===== src/rtl/spi_pkg.sv =====
// spi_pkg: shared register offsets, CTRL/STATUS bit indices, FSM encoding and AHB constants for the SPI slave
package spi_pkg;
  localparam logic [1:0] SPI_REG_DATA = 2'd0;
  localparam logic [1:0] SPI_REG_CTRL = 2'd1;
  localparam logic [1:0] SPI_REG_STATUS = 2'd2;
  localparam int CTRL_EN = 0;
  localparam int CTRL_CPOL = 1;
  localparam int CTRL_CPHA = 2;
  localparam int STAT_RX_EMPTY = 0;
  localparam int STAT_RX_FULL = 1;
  localparam int STAT_TX_EMPTY = 2;
  localparam int STAT_TX_FULL = 3;
  localparam int STAT_RXOVF = 4;
  localparam int STAT_TXUDF = 5;
  localparam int STAT_TXOVF = 6;
  localparam int STAT_BUSY = 7;
  localparam logic [1:0] HTRANS_NONSEQ = 2'b10;
  typedef enum logic [1:0] {S_IDLE, S_LOAD, S_SHIFT} spi_state_e;
endpackage


===== src/rtl/spi_slave_shifter.sv =====
// spi_slave_shifter: SPI pin sync, edge detect, IDLE/LOAD/SHIFT FSM and shift regs; byte pop from TX, byte push to RX, miso/busy/underflow out
module spi_slave_shifter
  import spi_pkg::*;
(
  input  logic       hclk,
  input  logic       hresetn,
  input  logic       en_i,
  input  logic       cpol_i,
  input  logic       cpha_i,
  input  logic       spi_clk_i,
  input  logic       spi_nss_i,
  input  logic       spi_mosi_i,
  input  logic [7:0] tx_data_i,
  input  logic       tx_empty_i,
  output logic       tx_pop_o,
  output logic       tx_udf_o,
  output logic       rx_push_o,
  output logic [7:0] rx_data_o,
  output logic       busy_o,
  output logic       spi_miso_o
);
  spi_state_e state, nxt;
  logic [2:0] clk_q, nss_q;
  logic [1:0] mosi_q;
  logic [2:0] cnt;
  logic [7:0] rx_sr, tx_sr;
  logic cpol_l, cpha_l, toggle, lead, trail, sample, shift, nss_s, nss_fall;
  assign nss_s = nss_q[1];
  assign nss_fall = nss_q[2] & !nss_q[1];
  assign toggle = clk_q[2] ^ clk_q[1];
  assign lead = toggle & (clk_q[2] == cpol_l);
  assign trail = toggle & (clk_q[1] == cpol_l);
  assign sample = cpha_l ? trail : lead;
  assign shift = cpha_l ? lead : trail;
  always_ff @(posedge hclk or negedge hresetn)
    if (!hresetn) begin
      clk_q <= '0;
      nss_q <= '1;
      mosi_q <= '0;
      state <= S_IDLE;
    end else begin
      clk_q <= {clk_q[1:0], spi_clk_i};
      nss_q <= {nss_q[1:0], spi_nss_i};
      mosi_q <= {mosi_q[0], spi_mosi_i};
      state <= nxt;
    end
  always_comb
    nxt = (!en_i || nss_s) ? S_IDLE :
          (state == S_IDLE) ? (nss_fall ? S_LOAD : S_IDLE) :
          (state == S_LOAD) ? S_SHIFT :
          (sample && cnt == 3'd7) ? S_LOAD : S_SHIFT;
  always_comb begin
    tx_pop_o = state == S_LOAD && !tx_empty_i;
    tx_udf_o = state == S_LOAD && tx_empty_i;
    rx_push_o = state == S_SHIFT && sample && cnt == 3'd7 && en_i && !nss_s;
    rx_data_o = {rx_sr[6:0], mosi_q[1]};
    busy_o = state != S_IDLE;
    spi_miso_o = (!nss_s && en_i) ? tx_sr[7] : 1'b1;
  end
  // Shift edges only move data once a bit has been sampled in this frame, so
  // the first leading edge (CPHA=1) and the trailing edge after the 8th sample
  // (CPHA=0) leave the freshly loaded bit 7 on miso.
  always_ff @(posedge hclk or negedge hresetn)
    if (!hresetn) begin
      cnt <= '0;
      rx_sr <= '0;
      tx_sr <= 8'hFF;
      cpol_l <= 1'b0;
      cpha_l <= 1'b0;
    end else begin
      if (state == S_IDLE) {cpol_l, cpha_l} <= {cpol_i, cpha_i};
      if (nxt == S_IDLE) cnt <= '0;
      else if (state == S_SHIFT && sample) cnt <= cnt + 3'd1;
      if (state == S_SHIFT && sample) rx_sr <= rx_data_o;
      if (state == S_LOAD) tx_sr <= tx_empty_i ? 8'hFF : tx_data_i;
      else if (state == S_SHIFT && shift && cnt != 3'd0) tx_sr <= {tx_sr[6:0], 1'b1};
    end
endmodule


===== src/rtl/sync_fifo.sv =====
// sync_fifo: DEPTH-entry FIFO; wen_i/wdata_i push, ren_i pops, rdata_o shows head, full_o/empty_o status
module sync_fifo #(
  parameter int DWIDTH = 8,
  parameter int DEPTH = 16
) (
  input  logic              hclk,
  input  logic              hresetn,
  input  logic              wen_i,
  input  logic [DWIDTH-1:0] wdata_i,
  input  logic              ren_i,
  output logic [DWIDTH-1:0] rdata_o,
  output logic              full_o,
  output logic              empty_o
);
  localparam int AW = $clog2(DEPTH);
  logic [DWIDTH-1:0] mem [DEPTH];
  logic [AW:0] wptr, rptr;
  logic push, pop;
  assign push = wen_i & (!full_o | ren_i);
  assign pop = ren_i & !empty_o;
  assign empty_o = wptr == rptr;
  assign full_o = (wptr[AW] != rptr[AW]) && (wptr[AW-1:0] == rptr[AW-1:0]);
  assign rdata_o = mem[rptr[AW-1:0]];
  always_ff @(posedge hclk or negedge hresetn)
    if (!hresetn) begin
      wptr <= '0;
      rptr <= '0;
    end else begin
      if (push) wptr <= wptr + 1'b1;
      if (pop) rptr <= rptr + 1'b1;
    end
  always_ff @(posedge hclk)
    if (push) mem[wptr[AW-1:0]] <= wdata_i;
endmodule


===== src/rtl/ahb_spi_slave.sv =====
// ahb_spi_slave: AHB-Lite SPI target; AHB h* ports for DATA/CTRL/STATUS, spi_clk/nss/mosi in, spi_miso out, irq_o level
module ahb_spi_slave
  import spi_pkg::*;
#(
  parameter int AWIDTH = 32,
  parameter int DWIDTH = 32,
  parameter int DEPTH = 16
) (
  input  logic              hclk,
  input  logic              hresetn,
  input  logic              hsel_i,
  input  logic              hwrite_i,
  input  logic              hready_i,
  input  logic [1:0]        htrans_i,
  input  logic [2:0]        hsize_i,
  input  logic [2:0]        hburst_i,
  input  logic [AWIDTH-1:0] haddr_i,
  input  logic [DWIDTH-1:0] hwdata_i,
  output logic              hreadyout_o,
  output logic              hresp_o,
  output logic [DWIDTH-1:0] hrdata_o,
  input  logic              spi_clk_i,
  input  logic              spi_nss_i,
  input  logic              spi_mosi_i,
  output logic              spi_miso_o,
  output logic              irq_o
);
  logic dp_valid, dp_write, rd, wr, rx_pop, tx_push, ctrl_wr, stat_wr;
  logic [1:0] dp_addr;
  logic [2:0] ctrl;
  logic rxovf, txudf, txovf, busy;
  logic rx_push, rx_full, rx_empty, tx_pop, tx_udf, tx_full, tx_empty;
  logic [7:0] rx_data, rx_head, tx_head, status;
  logic unused;
  assign unused = ^{hsize_i, hburst_i, haddr_i[AWIDTH-1:4], haddr_i[1:0], hwdata_i[DWIDTH-1:8]};
  assign hreadyout_o = 1'b1;
  assign hresp_o = 1'b0;
  always_ff @(posedge hclk or negedge hresetn)
    if (!hresetn) begin
      dp_valid <= 1'b0;
      dp_write <= 1'b0;
      dp_addr <= '0;
    end else if (hready_i) begin
      dp_valid <= hsel_i && ((htrans_i & HTRANS_NONSEQ) != 2'b00);
      dp_write <= hwrite_i;
      dp_addr <= haddr_i[3:2];
    end
  always_comb begin
    rd = dp_valid & !dp_write;
    wr = dp_valid & dp_write;
    rx_pop = rd && dp_addr == SPI_REG_DATA && !rx_empty;
    tx_push = wr && dp_addr == SPI_REG_DATA;
    ctrl_wr = wr && dp_addr == SPI_REG_CTRL;
    stat_wr = wr && dp_addr == SPI_REG_STATUS;
    status = {busy, txovf, txudf, rxovf, tx_full, tx_empty, rx_full, rx_empty};
    hrdata_o = !rd ? '0 :
               dp_addr == SPI_REG_DATA ? DWIDTH'(rx_empty ? 8'h00 : rx_head) :
               dp_addr == SPI_REG_CTRL ? DWIDTH'(ctrl) :
               dp_addr == SPI_REG_STATUS ? DWIDTH'(status) : '0;
    irq_o = (!rx_empty | rxovf | txudf | txovf) & ctrl[CTRL_EN];
  end
  // A push into a full FIFO only succeeds when the other side pops in the same cycle.
  always_ff @(posedge hclk or negedge hresetn)
    if (!hresetn) begin
      ctrl <= '0;
      rxovf <= 1'b0;
      txudf <= 1'b0;
      txovf <= 1'b0;
    end else begin
      if (ctrl_wr) ctrl <= hwdata_i[2:0];
      rxovf <= (rxovf & !(stat_wr & hwdata_i[STAT_RXOVF])) | (rx_push & rx_full & !rx_pop);
      txudf <= (txudf & !(stat_wr & hwdata_i[STAT_TXUDF])) | tx_udf;
      txovf <= (txovf & !(stat_wr & hwdata_i[STAT_TXOVF])) | (tx_push & tx_full & !tx_pop);
    end
  sync_fifo #(.DWIDTH(8), .DEPTH(DEPTH)) u_rx_fifo (
    .hclk(hclk), .hresetn(hresetn), .wen_i(rx_push), .wdata_i(rx_data), .ren_i(rx_pop),
    .rdata_o(rx_head), .full_o(rx_full), .empty_o(rx_empty)
  );
  sync_fifo #(.DWIDTH(8), .DEPTH(DEPTH)) u_tx_fifo (
    .hclk(hclk), .hresetn(hresetn), .wen_i(tx_push), .wdata_i(hwdata_i[7:0]), .ren_i(tx_pop),
    .rdata_o(tx_head), .full_o(tx_full), .empty_o(tx_empty)
  );
  spi_slave_shifter u_shifter (
    .hclk(hclk), .hresetn(hresetn), .en_i(ctrl[CTRL_EN]), .cpol_i(ctrl[CTRL_CPOL]),
    .cpha_i(ctrl[CTRL_CPHA]), .spi_clk_i(spi_clk_i), .spi_nss_i(spi_nss_i),
    .spi_mosi_i(spi_mosi_i), .tx_data_i(tx_head), .tx_empty_i(tx_empty), .tx_pop_o(tx_pop),
    .tx_udf_o(tx_udf), .rx_push_o(rx_push), .rx_data_o(rx_data), .busy_o(busy),
    .spi_miso_o(spi_miso_o)
  );
endmodule


===== config.mk =====
export PLATFORM = sky130hd
export DESIGN_NAME = ahb_spi_slave
export DESIGN_NICKNAME = d
export VERILOG_FILES = /design/src/rtl/spi_pkg.sv /design/src/rtl/spi_slave_shifter.sv /design/src/rtl/sync_fifo.sv /design/src/rtl/ahb_spi_slave.sv
export SDC_FILE = /design/constraint.sdc
export NUM_CORES = 1
export LEC_CHECK = 0
export ABC_AREA = 1
export CAP_MARGIN = 25
export CORE_ASPECT_RATIO = 0.7
export CORE_MARGIN = 1.5
export CORE_UTILIZATION = 55
export CTS_CLUSTER_DIAMETER = 200
export DETAILED_ROUTE_END_ITERATION = 8
export PLACE_DENSITY = 0.76
export SLEW_MARGIN = 20
export SYNTH_ARGS = -nofsm -noshare
export SYNTH_HDL_FRONTEND = slang
export SYNTH_SLANG_ARGS = --single-unit
export TNS_END_PERCENT = 10

===== constraint.sdc =====
create_clock -name hclk -period 3.6 [get_ports hclk]
set_clock_uncertainty 0.2 [all_clocks]
set_input_delay 0.54 -clock hclk [delete_from_list [all_inputs] [get_ports hclk]]
set_output_delay 0.54 -clock hclk [all_outputs]
set_load 0.05 [all_outputs]

Word-level counts from Yosys, hierarchy flattened

Memory sizes are Yosys's and may differ from the RTL's.
Index checks and enable logic that the tools add are counted.

Register bits after elaboration: 60
Memory bits (writable): 256
Input port bits: 80
Output and inout bits: 36
Logic and storage cells: 129
Memories kept: 2

Memories:

| memory        | words | width | read ports | clocked after memory_dff | write ports | line            | source |
|---|---|---|---|---|---|---|---|
| u_rx_fifo.mem | 16    | 8     | 1          | 0                        | 1           | sync_fifo.sv:16 | `logic [DWIDTH-1:0] mem [DEPTH];` |
| u_tx_fifo.mem | 16    | 8     | 1          | 0                        | 1           | sync_fifo.sv:16 |  |

Add/sub/neg operators: 5
Equality and inequality tests: 13
Mux-type cells: 22
Bitwise gates (word level): 29
Reduce and logical (&&, ||, !) cells: 38

Operator list:

| operator                                       | count |
|---|---|
| two-way mux 8 bit                              | 8 |
| adder 5 x 1 -> 5 bit (second input constant)   | 4 |
| AND 1 bit                                      | 20 |
| logical AND 1 bit                              | 18 |
| zero test 1 bit                                | 12 |
| == test 5 bit                                  | 2 |
| == test 4 bit                                  | 2 |
| two-way mux 1 bit                              | 8 |
| two-way mux 2 bit                              | 4 |
| OR 1 bit                                       | 8 |
| zero test 2 bit                                | 3 |
| two-way mux 3 bit                              | 2 |
| nonzero test 2 bit                             | 3 |
| == test 2 x 1 -> 1 bit (second input constant) | 2 |
| == test 2 bit (second input constant)          | 2 |
| adder 3 x 1 -> 3 bit (second input constant)   | 1 |
| == test 3 bit (second input constant)          | 1 |
| nonzero test 3 bit                             | 1 |
| == test 1 bit                                  | 2 |
| inequality test 1 bit                          | 2 |
| logical OR 1 bit                               | 1 |
| bitwise XOR 1 bit                              | 1 |

Longest topological paths before layout

Depth in word-level cells: 10
Mapped depth: 12

Modules after synthesis

A second synthesis with hierarchy kept.

Cells, all modules: 1289
Area, all modules: 13925.9 um^2

By module, submodules not included:

| module                | instances | cells an instance | area an instance (um^2) | seq. area each (um^2) |
|---|---|---|---|---|
| sync_fifo (u_tx_fifo) | 1         | 496               | 5828.1                  | 4093.9 |
| sync_fifo (u_rx_fifo) | 1         | 496               | 5823.1                  | 4093.9 |
| spi_slave_shifter     | 1         | 171               | 1446.4                  | 764.5 |
| ahb_spi_slave         | 1         | 126               | 828.3                   | 250.2 |

Worst setup path before layout

Ideal clock, no wire load.

Path type: flip-flop to output port
Start point: register u_rx_fifo.rptr[0]
End point: output port hrdata_o[1]
Data arrival time: 1925 ps
Required time: 2860 ps
Slack: 935 ps
Cell stages (with the launch flop): 12
Path buffers: 2
Path through: dfrtp_1 buf_2 inv_2 buf_2 nand2_1 nand3_1 nand2_1 nand2_1 nand3_1 nand2_1 nand2_1 a21oi_1

Longest elaborated chain between the ends: 6
Elaborated cells on any way between the ends: 9
Classes of those cells: eq/ne: 2; mux: 5; reduce/logical: 1; memory: 1

RTL lines:

| element                                                     | line                | source |
|---|---|---|
| start: declaration                                          | sync_fifo.sv:17     | `logic [AW:0] wptr, rptr;` |
| start signal: assignment                                    | sync_fifo.sv:30     | `if (pop) rptr <= rptr + 1'b1;` |
| branches (longest 4 deep; another with memory (16 x 8 bit)) | -                   |  |
| two-way mux 8 bit (*)                                       | ahb_spi_slave.sv:57 | `dp_addr == SPI_REG_DATA ? DWIDTH'(rx_empty ? 8'h00 : rx_head) :` |
| two-way mux 8 bit (*)                                       | ahb_spi_slave.sv:56 | `hrdata_o = !rd ? '0 :` |
| end: declaration                                            | ahb_spi_slave.sv:21 | `output logic [DWIDTH-1:0] hrdata_o,` |

Mark *: on every way between the ends.

Final worst setup path

Start point: register u_rx_fifo.rptr[0]
End point: output port hrdata_o[3]

Longest elaborated chain between the ends: 4
Elaborated cells on any way between the ends: 5
Classes of those cells: eq/ne: 1; mux: 3; memory: 1

RTL lines:

| element                                              | line |
|---|---|
| memory (16 x 8 bit) or == test 5 bit (tied branches) | - |
| two-way mux 8 bit (*) (2 in series)                  | ahb_spi_slave.sv:57 |
| two-way mux 8 bit (*)                                | ahb_spi_slave.sv:56 |

Mark *: on every way between the ends. The rest lies on a longest branch, timed or not.

==> summary.txt <==
Status
  • Outcome: completed

STA
  • # setup viols final: 0
  • Fin crit share: 95.5%
  • Minimum clock period: 3440 ps
  • Post-Route Setup TNS: 0 ps
  • Fmax: 0.291 GHz
  • Worst Tran Pin Value: 922 ps
  • Final Hold Fails: 0
  • Max-slew violation count: 0
  • RSZ-0062 raised after global routing: no
  • Slew HR: 38.3%

Place
  • Port Buffer Count: 28
  • Cells after DPL: 1641
  • Dpl hpwl: 20000 um
  • GPL Wtd Cong: 0.940

Yosys
  • Leading register cell type out of synthesis: edfxtp_1
  • Synth area leaders: edfxtp_1, dfrtp_1, nand2_1, nor2_1, o21ai_0
  • Mapped Cells: 1293
  • Post-synth EDFFs: 256
  • Dominant cell type by area after synthesis: edfxtp_1
  • Share of async-settable or async-resettable flops after synthesis: 19.0%
  • Netlist cell types: 36
  • Yosys reg bits: 316
  • Syn. warnings: 0
  • Share of the synthesized area in the top cell type: 55.8%
  • Mapped Area: 0.0138 mm2
  • Mean area per synthesized cell: 10.7 um2
  • Seq/Total Area, Yosys: 66.8%

Critical path
  • Worst setup path class: flop to primary output
  • Critical path data required time: 2860 ps
  • Crit path DAT: 2700 ps
  • R2r endpoint: u_rx_fifo.mem[8][7]$_DFFE_PP_
  • Worst R2R Start: u_shifter.clk_q[1]$_DFF_PN0_
  • Crit path cell chain: inv_2 > buf_4 > o21ai_0 > o22ai_1 > nand2_1 > nand2_1 > nand3_1 > nand2_1 > buf_12
  • Crit-path slowest cell: inv_2
  • R2R setup slack: 920 ps
  • Highest net fanout along the worst path: 32
  • FF-to-FF path depth: 8
  • Slowest stage delay, CP: 480 ps
  • Most common cell on crit path: nand2_1
  • CP startpoint kind: flop
  • Element type at the critical path end: primary output

Min path
  • Hold_sp: u_shifter.clk_q[0]$_DFF_PN0_
  • Hold Crit Endpoint: u_shifter.clk_q[1]$_DFF_PN0_
  • Hold WC Path Type: flop to flop
  • Hold path cells: 0

Clocking
  • Clock Sinks: 316
  • H-tree Lvls: 1
  • CTS max path bufs: 3
  • Worst-Skew Late Latency: 540 ps
  • TritonCTS clock tree: built
  • CTS root buffer: clkbuf_16
  • Worst-path clk slew: 60 ps
  • TritonCTS Buffers: 29
  • Post-CTS setup buffers: 0

Pwr
  • Max VDD drop: 0.453 mV
  • P_leak: 0.00609 uW
  • Cell Pwr Density: 596 mW/mm2

Final layout
  • Final net count: 1441
  • Most common cell after layout, fill and taps aside: nand2_1
  • Fin cells: 1695
  • Ant diodes: 0
  • Layout cells sized above 1: 10.2%
  • Area Overhead vs Synth: 12.1%
  • Most frequent cells in the layout: nand2_1, edfxtp_1, nor2_1, o21ai_0, nand3_1

Route
  • Drt first pass iters: 6
  • Residual DRC: 0
  • Wire length per cell: 18.2 um
  • Vias/cell: 5.56
  • Detailed-route via count: 9418
  • Final wirelength: 30800 um
  • ANT nets after route: 0
  • Initial drt markers: 1086

Floorplanning
  • Die Y: 135 um
  • Core region area: 0.0246 mm2
  • Row count: 48
  • Starting density of the core: 55.9%
  • Die Wd: 192 um
  • Die area: 0.0260 mm2
  • Top Ports: 116

Global route
  • Vias in the first global route: 8785
  • Pin count of the biggest net entering global routing: 71
  • GRT Util Overall: 24.4%
  • First-pass GRT wire length: 48200 um
  • Initial antenna violation count: 0
  • Total congestion overflow: 0

Flow run
  • Max_cap viols: 0
[metal layers]
metal | vias up | routed length (um) | GRT usage (%)
met1 | 4563 | 13900 | 38.0
li1 | 4407 | - | -
met4 | 0 | 706 | 6.33
met5 | - | 0 | 0
met2 | 405 | 13400 | 35.0
met3 | 43 | 2800 | 4.90
[final cells by class]
| type | instances | area, um2 |
|---|---|---|
| Multi-Input combinational cell | 830 | 3840 |
| Clock buffer | 38 | 779 |
| Timing Repair Buffer | 79 | 704 |
| Fill cell | 1847 | 9180 |
| Tap cell | 325 | 407 |
| Clock inverter | 15 | 154 |
| Sequential cell | 316 | 9210 |
| Inverter | 92 | 345 |
[worst max-delay path: cells and delay by family, from the launching register on]
family / cells / cell delay [ps]
DFF: 1 / 410
buffers and inverters: 3 / 930
and+or+nand+nor: 4 / 440
AOI/OAI and AO/OA: 2 / 360
[cells by family after synthesis]
group                      share of synthesized area, %
DFF                                                66.8
other                                            0.0545
muxes                                            0.0817
AOI/OAI and AO/OA                                  6.38
and+or+nand+nor                                    18.2
adders and majority gates                          1.18
xor gates and xnor gates                           1.34
buffers and inverters                              5.93
[state kept, by name (all words and copies together) (netlist names), 5 cells and up]
name             count
u_rx_fifo.mem      128
u_tx_fifo.mem      128
u_shifter.tx_sr      8
u_shifter.rx_sr      7
u_rx_fifo.rptr       5
u_rx_fifo.wptr       5
u_tx_fifo.rptr       5
u_tx_fifo.wptr       5
[synth_stat cells, types with 2 or more instances]
cell	n
nand3_1	95
nor2_2	4
xor2_1	14
nor2_1	165
o21ai_1	5
nand3_2	5
inv_2	4
edfxtp_1	256
nand2_2	2
conb_1	2
nand2_1	313
buf_4	29
dfstp_2	11
buf_6	4
clkbuf_1	17
o21ai_0	112
nand2_4	2
buf_2	29
a21oi_1	17
inv_1	85
dfrtp_1	49
xnor2_1	7
clkinv_1	3
a211oi_1	2
o22ai_1	2
o211ai_1	23
ha_1	13
nor3_1	15
[report_power, final]
group	switching, uW	internal, uW	leakage [uW]	total [uW]
clock network	1280	1740	0.000466	3020
registers	267	4180	0.00305	4440
logic	1220	517	0.00257	1730
total	2770	6430	0.00609	9200
[how the worst max path moves through the flow]
stage,start,end,depth (start not counted)
4_1_cts,u_rx_fifo.rptr[0]$_DFFE_PN0P_,hrdata_o[0],8
6_report,u_rx_fifo.rptr[0]$_DFFE_PN0P_,hrdata_o[3],9
2_1_floorplan,u_rx_fifo.rptr[0]$_DFFE_PN0P_,hrdata_o[1],11
3_5_place_dp,u_rx_fifo.rptr[0]$_DFFE_PN0P_,hrdata_o[2],10
3_3_place_gp,u_rx_fifo.rptr[0]$_DFFE_PN0P_,hrdata_o[2],10
5_1_grt,u_rx_fifo.rptr[0]$_DFFE_PN0P_,hrdata_o[4],9
[stage by stage]
stage               hold slack [ps]  util [%]  worst slack, ps  cell area (um2)  total power, uW
global placement                135      58.9              702            14500             6150
global route                    156      62.7            0.513            15400             9600
CTS                             151      62.7             94.3            15400             9210
finish                          148      62.7              164            15400             9200
detailed placement              137      58.9              711            14500             6210
floorplan                      44.4         -              935            13900             5660
[repair_timing]
item                                    CTS  global route
endpoints found under the setup margin    0             9
gates resized for setup                   0             1
hold buffers                              1             0
hold endpoints to repair                 35             0
Note: power is estimated with default switching activity, not from simulation.
